<file path="config.mk">
export PLATFORM = sky130hd
export DESIGN_NAME = m_axil_fsb_adapter
export DESIGN_NICKNAME = d
export VERILOG_FILES = /design/src/rtl/bsg_fsb_axil_pkg.sv /design/src/rtl/m_axil_fsb_adapter.sv
export SDC_FILE = /design/constraint.sdc
export NUM_CORES = 1
export LEC_CHECK = 0
export CORE_ASPECT_RATIO = 1.75
export CORE_UTILIZATION = 30
export CTS_CLUSTER_SIZE = 12
export DETAILED_ROUTE_END_ITERATION = 8
export PLACE_DENSITY = 0.65
export SLEW_MARGIN = 25
export SYNTH_ARGS = -nofsm -noshare
export SYNTH_HDL_FRONTEND = slang
export SYNTH_SLANG_ARGS = --single-unit
</file>
<file path="constraint.sdc">
create_clock -name clk_i -period 3.18 [get_ports clk_i]
set_clock_uncertainty 0.2 [all_clocks]
set_input_delay 0.636 -clock clk_i [delete_from_list [all_inputs] [get_ports clk_i]]
set_output_delay 0.636 -clock clk_i [all_outputs]
set_load 0.005 [all_outputs]
</file>
<file path="src/rtl/bsg_fsb_axil_pkg.sv">
// Shared types for the FSB <-> AXI-Lite bridges: command/response packet
// layouts, AXI-L response codes and the master-side FSM state encoding.
package bsg_fsb_axil_pkg;

    localparam int axil_addr_width_lp = 32;
    localparam int axil_data_width_lp = 32;
    localparam int axil_strb_width_lp = axil_data_width_lp / 8;

    typedef enum logic [1:0] {
        OKAY   = 2'd0,
        EXOKAY = 2'd1,
        SLVERR = 2'd2,
        DECERR = 2'd3
    } axil_resp_e;

    typedef enum logic [2:0] {
        IDLE  = 3'd0,
        WR    = 3'd1,
        WRESP = 3'd2,
        RD    = 3'd3,
        RDATA = 3'd4,
        RSP   = 3'd5
    } m_axil_state_e;

    // 80-bit command packet arriving from the FSB node
    typedef struct packed {
        logic                          we;
        logic [axil_strb_width_lp-1:0] wstrb;
        logic                          ack_req;
        logic [1:0]                    rsvd;
        logic [7:0]                    tag;
        logic [axil_addr_width_lp-1:0] addr;
        logic [axil_data_width_lp-1:0] wdata;
    } fsb_axil_cmd_s;

    // 80-bit response packet returned to the FSB node
    typedef struct packed {
        logic                          we;
        axil_resp_e                    resp;
        logic [4:0]                    zero;
        logic [7:0]                    tag;
        logic [axil_addr_width_lp-1:0] addr;
        logic [axil_data_width_lp-1:0] rdata;
    } fsb_axil_rsp_s;

    // Assemble a response packet; the pad field is always driven to zero.
    function automatic fsb_axil_rsp_s make_rsp(
        input logic                          we,
        input axil_resp_e                    resp,
        input logic [7:0]                    tag,
        input logic [axil_addr_width_lp-1:0] addr,
        input logic [axil_data_width_lp-1:0] rdata
    );
        fsb_axil_rsp_s r;
        r.we    = we;
        r.resp  = resp;
        r.zero  = 5'd0;
        r.tag   = tag;
        r.addr  = addr;
        r.rdata = rdata;
        return r;
    endfunction

endpackage

</file>
<file path="src/rtl/m_axil_fsb_adapter.sv">
// FSB-to-AXI-Lite master bridge. Accepts one 80-bit FSB command at a time,
// performs a single-beat AXI-L read or write and, for reads and acked
// writes, returns an 80-bit response packet. All outputs are registered.
module m_axil_fsb_adapter
    import bsg_fsb_axil_pkg::*;
#(
    parameter int fsb_width_p       = 80,
    parameter int axil_addr_width_p = 32,
    parameter int axil_data_width_p = 32
) (
    input  logic                           clk_i,
    input  logic                           resetn_i,

    // FSB command in
    input  logic                           fsb_v_i,
    input  logic [fsb_width_p-1:0]         fsb_data_i,
    output logic                           fsb_ready_o,

    // FSB response out
    output logic                           fsb_v_o,
    output logic [fsb_width_p-1:0]         fsb_data_o,
    input  logic                           fsb_ready_i,

    // AXI-L write address
    output logic [axil_addr_width_p-1:0]   m_axil_awaddr_o,
    output logic                           m_axil_awvalid_o,
    input  logic                           m_axil_awready_i,

    // AXI-L write data
    output logic [axil_data_width_p-1:0]   m_axil_wdata_o,
    output logic [axil_data_width_p/8-1:0] m_axil_wstrb_o,
    output logic                           m_axil_wvalid_o,
    input  logic                           m_axil_wready_i,

    // AXI-L write response
    input  logic [1:0]                     m_axil_bresp_i,
    input  logic                           m_axil_bvalid_i,
    output logic                           m_axil_bready_o,

    // AXI-L read address
    output logic [axil_addr_width_p-1:0]   m_axil_araddr_o,
    output logic                           m_axil_arvalid_o,
    input  logic                           m_axil_arready_i,

    // AXI-L read data
    input  logic [axil_data_width_p-1:0]   m_axil_rdata_i,
    input  logic [1:0]                     m_axil_rresp_i,
    input  logic                           m_axil_rvalid_i,
    output logic                           m_axil_rready_o
);

    fsb_axil_cmd_s cmd_in;
    fsb_axil_rsp_s rsp_out;

    m_axil_state_e state_r;

    // Registered handshake outputs
    logic fsb_ready_r;
    logic fsb_v_r;
    logic awvalid_r;
    logic wvalid_r;
    logic bready_r;
    logic arvalid_r;
    logic rready_r;

    // Write-channel completion flags; AW and W finish independently
    logic aw_done_r;
    logic w_done_r;

    // Command/response holding registers
    logic                           we_r;
    logic                           ack_req_r;
    logic [axil_data_width_p/8-1:0] wstrb_r;
    logic [7:0]                     tag_r;
    logic [axil_addr_width_p-1:0]   addr_r;
    logic [axil_data_width_p-1:0]   wdata_r;
    logic [axil_data_width_p-1:0]   rdata_r;
    axil_resp_e                     resp_r;

    logic accept;
    logic aw_hs;
    logic w_hs;
    logic aw_fin;
    logic w_fin;

    // Reserved command bits carry no meaning for this bridge
    logic unused_rsvd;

    assign cmd_in      = fsb_axil_cmd_s'(fsb_data_i);
    assign unused_rsvd = ^cmd_in.rsvd;

    assign accept = fsb_v_i & fsb_ready_r;
    assign aw_hs  = awvalid_r & m_axil_awready_i;
    assign w_hs   = wvalid_r & m_axil_wready_i;
    assign aw_fin = aw_done_r | aw_hs;
    assign w_fin  = w_done_r | w_hs;

    // Main transaction FSM: one command in flight, every output registered
    always_ff @(posedge clk_i or negedge resetn_i) begin
        if (!resetn_i) begin
            state_r     <= IDLE;
            fsb_ready_r <= 1'b0;
            fsb_v_r     <= 1'b0;
            awvalid_r   <= 1'b0;
            wvalid_r    <= 1'b0;
            bready_r    <= 1'b0;
            arvalid_r   <= 1'b0;
            rready_r    <= 1'b0;
            aw_done_r   <= 1'b0;
            w_done_r    <= 1'b0;
            we_r        <= 1'b0;
            ack_req_r   <= 1'b0;
            wstrb_r     <= '0;
            tag_r       <= '0;
            addr_r      <= '0;
            wdata_r     <= '0;
            rdata_r     <= '0;
            resp_r      <= OKAY;
        end else begin
            case (state_r)
                IDLE: begin
                    // Ready rises one cycle after reset release
                    fsb_ready_r <= 1'b1;
                    if (accept) begin
                        fsb_ready_r <= 1'b0;
                        we_r        <= cmd_in.we;
                        ack_req_r   <= cmd_in.ack_req;
                        wstrb_r     <= cmd_in.wstrb;
                        tag_r       <= cmd_in.tag;
                        addr_r      <= cmd_in.addr;
                        wdata_r     <= cmd_in.wdata;
                        rdata_r     <= '0;
                        resp_r      <= OKAY;
                        if (cmd_in.we) begin
                            awvalid_r <= 1'b1;
                            wvalid_r  <= 1'b1;
                            aw_done_r <= 1'b0;
                            w_done_r  <= 1'b0;
                            state_r   <= WR;
                        end else begin
                            arvalid_r <= 1'b1;
                            state_r   <= RD;
                        end
                    end
                end

                WR: begin
                    if (aw_hs) begin
                        awvalid_r <= 1'b0;
                        aw_done_r <= 1'b1;
                    end
                    if (w_hs) begin
                        wvalid_r <= 1'b0;
                        w_done_r <= 1'b1;
                    end
                    if (aw_fin && w_fin) begin
                        aw_done_r <= 1'b0;
                        w_done_r  <= 1'b0;
                        bready_r  <= 1'b1;
                        state_r   <= WRESP;
                    end
                end

                WRESP: begin
                    if (m_axil_bvalid_i) begin
                        bready_r <= 1'b0;
                        resp_r   <= axil_resp_e'(m_axil_bresp_i);
                        if (ack_req_r) begin
                            fsb_v_r <= 1'b1;
                            state_r <= RSP;
                        end else begin
                            fsb_ready_r <= 1'b1;
                            state_r     <= IDLE;
                        end
                    end
                end

                RD: begin
                    if (m_axil_arready_i) begin
                        arvalid_r <= 1'b0;
                        rready_r  <= 1'b1;
                        state_r   <= RDATA;
                    end
                end

                RDATA: begin
                    if (m_axil_rvalid_i) begin
                        rready_r <= 1'b0;
                        rdata_r  <= m_axil_rdata_i;
                        resp_r   <= axil_resp_e'(m_axil_rresp_i);
                        fsb_v_r  <= 1'b1;
                        state_r  <= RSP;
                    end
                end

                RSP: begin
                    // No same-cycle accept: ready appears the cycle after
                    if (fsb_ready_i) begin
                        fsb_v_r     <= 1'b0;
                        fsb_ready_r <= 1'b1;
                        state_r     <= IDLE;
                    end
                end

                default: begin
                    fsb_ready_r <= 1'b0;
                    fsb_v_r     <= 1'b0;
                    awvalid_r   <= 1'b0;
                    wvalid_r    <= 1'b0;
                    bready_r    <= 1'b0;
                    arvalid_r   <= 1'b0;
                    rready_r    <= 1'b0;
                    aw_done_r   <= 1'b0;
                    w_done_r    <= 1'b0;
                    state_r     <= IDLE;
                end
            endcase
        end
    end

    assign rsp_out = make_rsp(we_r, resp_r, tag_r, addr_r, rdata_r);

    assign fsb_ready_o      = fsb_ready_r;
    assign fsb_v_o          = fsb_v_r;
    assign fsb_data_o       = rsp_out;

    assign m_axil_awaddr_o  = addr_r;
    assign m_axil_awvalid_o = awvalid_r;
    assign m_axil_wdata_o   = wdata_r;
    assign m_axil_wstrb_o   = wstrb_r;
    assign m_axil_wvalid_o  = wvalid_r;
    assign m_axil_bready_o  = bready_r;
    assign m_axil_araddr_o  = addr_r;
    assign m_axil_arvalid_o = arvalid_r;
    assign m_axil_rready_o  = rready_r;

endmodule

</file>
* After elaboration in Yosys (flattened, before gate mapping)
Index checks and enable logic that the tools add are counted.
** Cells by class
- Bitwise operators :: 11
- Reductions and logical operators :: 23
- Equal/unequal tests :: 19
- Muxes and demuxes :: 50
** Operator list (number)
- $mux 32 :: 2
- $pmux 32 s2 :: 1
- $reduce_and 4->1 :: 7
- $mux 1 :: 25
- $ne 2x2->1 const B :: 12
- $mux 3 :: 7
- $pmux 1 s3 :: 7
- $pmux 3 s6 :: 1
- $reduce_or 4->1 :: 4
- $reduce_and 3->1 :: 3
- $mux 2 :: 4
- $pmux 1 s4 :: 2
- $eq 3x2->1 const B :: 2
- $eq 3x3->1 const B :: 2
- $ne 3x3->1 const B :: 2
- $not 1->1 :: 6
- $pmux 2 s3 :: 1
- $reduce_and 6->1 :: 1
- $reduce_or 3->1 :: 2
- $reduce_and 5->1 :: 1
- $and 1x1->1 :: 3
- $eq 3x1->1 const B :: 1
- $logic_not 3->1 :: 1
- $reduce_bool 3->1 :: 1
- other kinds (4) :: 5
** Word-level totals
- Output and inout port bits :: 187
- Input port bits :: 125
- Flip-flop bits (word level) :: 124

* Longest topological paths before layout
- Depth after elaboration :: 5
- Depth in mapped cells :: 8
- Gate-level depth less buffers :: 4

* Least setup slack after synthesis
OpenSTA, ideal clock, no wires.
- Kind :: input -> register
- Start :: in fsb_v_i
- End :: reg resp_r[0]
- Stages :: 3
- Slack :: 1.418 ns
- Path buffers :: 0
- Arrival :: 1.438 ns
- Required time :: 2.855 ns
- Library setup time :: 0.125 ns
- Cell sequence :: nand3b_4 > a311oi_1 > mux2_2
** Between the ends
- Word-level cells in the longest chain between the ends :: 3
** RTL lines
- start, declared :: line m_axil_fsb_adapter.sv:15 : input logic fsb_v_i,
- $and 1x1->1 :: line m_axil_fsb_adapter.sv:92 : assign accept = fsb_v_i & fsb_ready_r;
- $ne 2x2->1 (no line)
- $reduce_and 4->1 (no line)
- end signal, assigned :: line m_axil_fsb_adapter.sv:167 : resp_r <= axil_resp_e'(m_axil_bresp_i);
- end signal, assigned :: line m_axil_fsb_adapter.sv:190 : resp_r <= axil_resp_e'(m_axil_rresp_i);
- end, declared :: line m_axil_fsb_adapter.sv:78 : axil_resp_e resp_r;
Every way passes these cells.
A chain may end at the register's enable or synchronous reset.

* Worst setup path after layout
- Start :: reg fsb_ready_r (netlist: fsb_ready_o)
- End :: out fsb_ready_o
** RTL lines
- start, declared :: line m_axil_fsb_adapter.sv:58 : logic fsb_ready_r;
- start signal, assigned :: line m_axil_fsb_adapter.sv:102 : fsb_ready_r <= 1'b0;
- start signal, assigned :: line m_axil_fsb_adapter.sv:123 : fsb_ready_r <= 1'b1;
- start signal, assigned :: line m_axil_fsb_adapter.sv:125 : fsb_ready_r <= 1'b0;
- end, declared :: line m_axil_fsb_adapter.sv:17 : output logic fsb_ready_o,
No word-level cell between the ends.

==> run metrics <==
status=finished clean; vias=4837; I/O Pins=312; hpwl dp=11.94 mm; hold buffer count at cts=0; fin. max-slew vios=0; register-to-register setup slack=0.99 ns; peak supply drop=0.4242 mV; vias in the first global route=4656; deepest clock path buffer count=2; Antenna Violating Nets Remaining=0; Arr. time, crit path=1.38 ns; Clock power frac=0.235; GR peak layer=met2; Worst-Margin Slew=0.6405 ns; IO Port Bufs=304; All-Layer GR Usage=0.1764; vias per cell=4.354; Die Ht=182.7 um; most frequent cells in the layout=308 x nand2_1, 303 x clkdlybuf4s50_1, 124 x dfrtp_1, 22 x o21ai_0, 18 x o21ai_1; total power draw=8.256 mW; clock latency on the worst-skew pair=0.41 ns; syn_area_per_cell=8.814 um^2; leakage=4.011 nW; Combinational Power Share=0.432; drt wl/cell=14.80 um; filler instances=1731; switch share=0.3101; endpoints failing setup=0; critical path's top delay family=buffers and inverters; share of layout cells above drive strength 1=0.05359; unrepaired setup endpoints after global routing=false; internal power=5.696 mW; critical path's slowest cell=clkdlybuf4s50_1; Hold Fails Final Rpt=0; initial DRC count=192; Final nets=991; synthesis-stage register bit count=124; CTS root buf=clkbuf_16; FF-to-FF path depth=4; Initial Util=0.3086; Worst Path Max Fanout=4; crit path buf inv count=1; pin count of the biggest net entering global routing=80; ranking of synthesized cells by area=dfrtp_1 55%, nand2_1 21%, buf_4 9.5%; biggest area consumer among synthesized cells=dfrtp_1; synth unique cells=40; Reg2Reg Capture Point=fsb_ready_o$_DFFE_PN0P_; worst hold-check path type=primary input to asynchronous set/reset pin; die area=19230 um^2; Die X=105.3 um; worst setup path class=flop to output port; Yosys top cell area share=0.5544; CTS tree=done; RePlAce Congestion=0.8631; # Post-CTS Setup Buffers=0; min Tclk post-route=2.217 ns; H-tree depth=4; critical path launch point type=flop; met3 Track Usage GR=0.03464; diode count=0; number of cell rows=65; Syn Inst Count=635; core area=18140 um^2; most common cell after layout, fill and taps aside=nand2_1; CTS resizes=0; CP max stage delay=0.53 ns; worst setup path start=fsb_ready_o$_DFFE_PN0P_; GRT overflow=0; global-route wire length before repair=25.97 mm; cts bufs inserted=17; Tcrit/Tclk final=0.6972; initial antenna violation count=0; setup_tns=0 ns; crit-path cells=clkdlybuf4s50_1; drc violations=0; P_sw=2.560 mW; drt first pass iters=4; Max Cap Viol=0; clock sink count=124; sequential fraction of design power=0.333; drt total wl=16.45 mm; worst r2r src=state_r[1]$_DFFE_PN0P_; sequential-to-total area share from yosys stat=0.5544; P&R area growth vs syn=59.65%; Worst Path Required=2.34 ns; Synth Warn #=0; Slew headroom=0.5730; routing usage on met1=0.1910; Pwr Density=924.1 nW/um^2; Critical Path End Type=output port; grt met2 use=0.3263; upper clock frequency limit=451.0 MHz; Mapped Area=5597 um^2; Clock Pin Slew Worst Setup and Hold Paths=0.06 ns
-- how the worst max path moves through the flow --
stage,slack [ns],endpoint,depth (start not counted)
4_1_cts,0.93,fsb_ready_o,1
6_report,0.96,fsb_ready_o,1
2_1_floorplan,1.42,resp_r[0]$_DFFE_PN0P_,3
3_3_place_gp,0.61,resp_r[0]$_DFFE_PN0P_,4
5_1_grt,0.86,rdata_r[22]$_DFFE_PN0P_,5
3_5_place_dp,0.60,resp_r[1]$_DFFE_PN0P_,4
-- stage by stage --
| stage | worst slack (ns) | cells | hold slack (ns) | cell area, um^2 | util |
|---|---|---|---|---|---|
| global route | 0.8581 | 1111 | 0.09180 | 8935 | 0.4927 |
| global placement | 0.6116 | 1081 | 0.2570 | 8353 | 0.4606 |
| finish | 0.9629 | 1111 | 0.04775 | 8935 | 0.4927 |
| detailed placement | 0.6034 | 1081 | 0.2608 | 8353 | 0.4606 |
| CTS | 0.9345 | 1111 | 0.05420 | 8935 | 0.4927 |
| floorplan | 1.418 | 639 | 0.1404 | 5612 | - |
-- synth_stat cells --
| cell | n |
|---|---|
| o21a_1 | 2 |
| a221oi_1 | 2 |
| buf_2 | 25 |
| nand2b_1 | 3 |
| a32o_1 | 4 |
| a311oi_1 | 1 |
| nand3_1 | 1 |
| a21boi_0 | 1 |
| or2_1 | 1 |
| a22o_1 | 1 |
| conb_1 | 1 |
| mux2i_1 | 1 |
| a211oi_1 | 1 |
| nand2_1 | 308 |
| nand3b_4 | 1 |
| o21ai_0 | 22 |
| o21ai_1 | 18 |
| a21o_1 | 2 |
| clkinv_1 | 1 |
| or2_4 | 1 |
| nand4bb_1 | 1 |
| nor3b_4 | 1 |
| buf_4 | 71 |
| a31o_2 | 2 |
| a2bb2oi_1 | 1 |
| clkbuf_1 | 4 |
| mux2_2 | 3 |
| inv_1 | 2 |
| o22ai_1 | 2 |
| or2_2 | 1 |
| a31oi_1 | 1 |
| a21oi_1 | 7 |
| o22a_1 | 1 |
| nor2b_1 | 2 |
| buf_6 | 3 |
| dfrtp_1 | 124 |
| o31ai_1 | 1 |
| nor2_1 | 9 |
| or3b_1 | 1 |
| nor3_1 | 1 |
-- cell type report --
| type | count | area [um^2] | area share |
|---|---|---|---|
| multi-input combinational | 409 | 1815 | 0.2032 |
| tap | 234 | 292.8 | 0.03277 |
| timing repair buffer | 311 | 3131 | 0.3504 |
| clock inverter | 8 | 117.6 | 0.01316 |
| sequential | 124 | 3103 | 0.3473 |
| inverter | 3 | 11.26 | 0.001260 |
| clock buffer | 22 | 464.2 | 0.05195 |
-- power groups by stage --
stage | sequential [mW] | clock, mW | combinational (mW)
global placement | 2.75 | 0 | 3.58
floorplan | 2.70 | 0 | 1.71
finish | 2.75 | 1.94 | 3.57
CTS | 2.76 | 2.00 | 3.63
detailed placement | 2.77 | 0 | 3.62
global route | 2.85 | 2.05 | 3.91
-- state kept, by name, indices dropped and copies added (netlist names) --
| register | flops |
|---|---|
| ack_req_r | 1 |
| aw_done_r | 1 |
| fsb_ready_o | 1 |
| fsb_v_o | 1 |
| m_axil_araddr_o | 32 |
| m_axil_arvalid_o | 1 |
| m_axil_awvalid_o | 1 |
| m_axil_bready_o | 1 |
| m_axil_rready_o | 1 |
| m_axil_wdata_o | 32 |
| m_axil_wstrb_o | 4 |
| m_axil_wvalid_o | 1 |
| rdata_r | 32 |
| resp_r | 2 |
| state_r | 3 |
| tag_r | 8 |
| w_done_r | 1 |
| we_r | 1 |
-- routing by layer --
layer	up-vias	part of all wire	wire length, um
met3	21	0.046	762
met2	181	0.56	9132
met5	-	0	0
li1	2391	-	-
met4	0	0.023	374
met1	2244	0.38	6176
-- cells by family (layout without fill, tap and decap cells) --
kind of cell / count (synthesis) / after routing / share of synthesized area
compound gates: 69 / 69 / 0.07445
buf+inv: 106 / 344 / 0.1283
simple gates: 331 / 331 / 0.2343
flops: 124 / 124 / 0.5544
mux: 4 / 4 / 0.007824
other cells: 1 / 5 / 0.0006700
(Power assumes the default switching activity.)
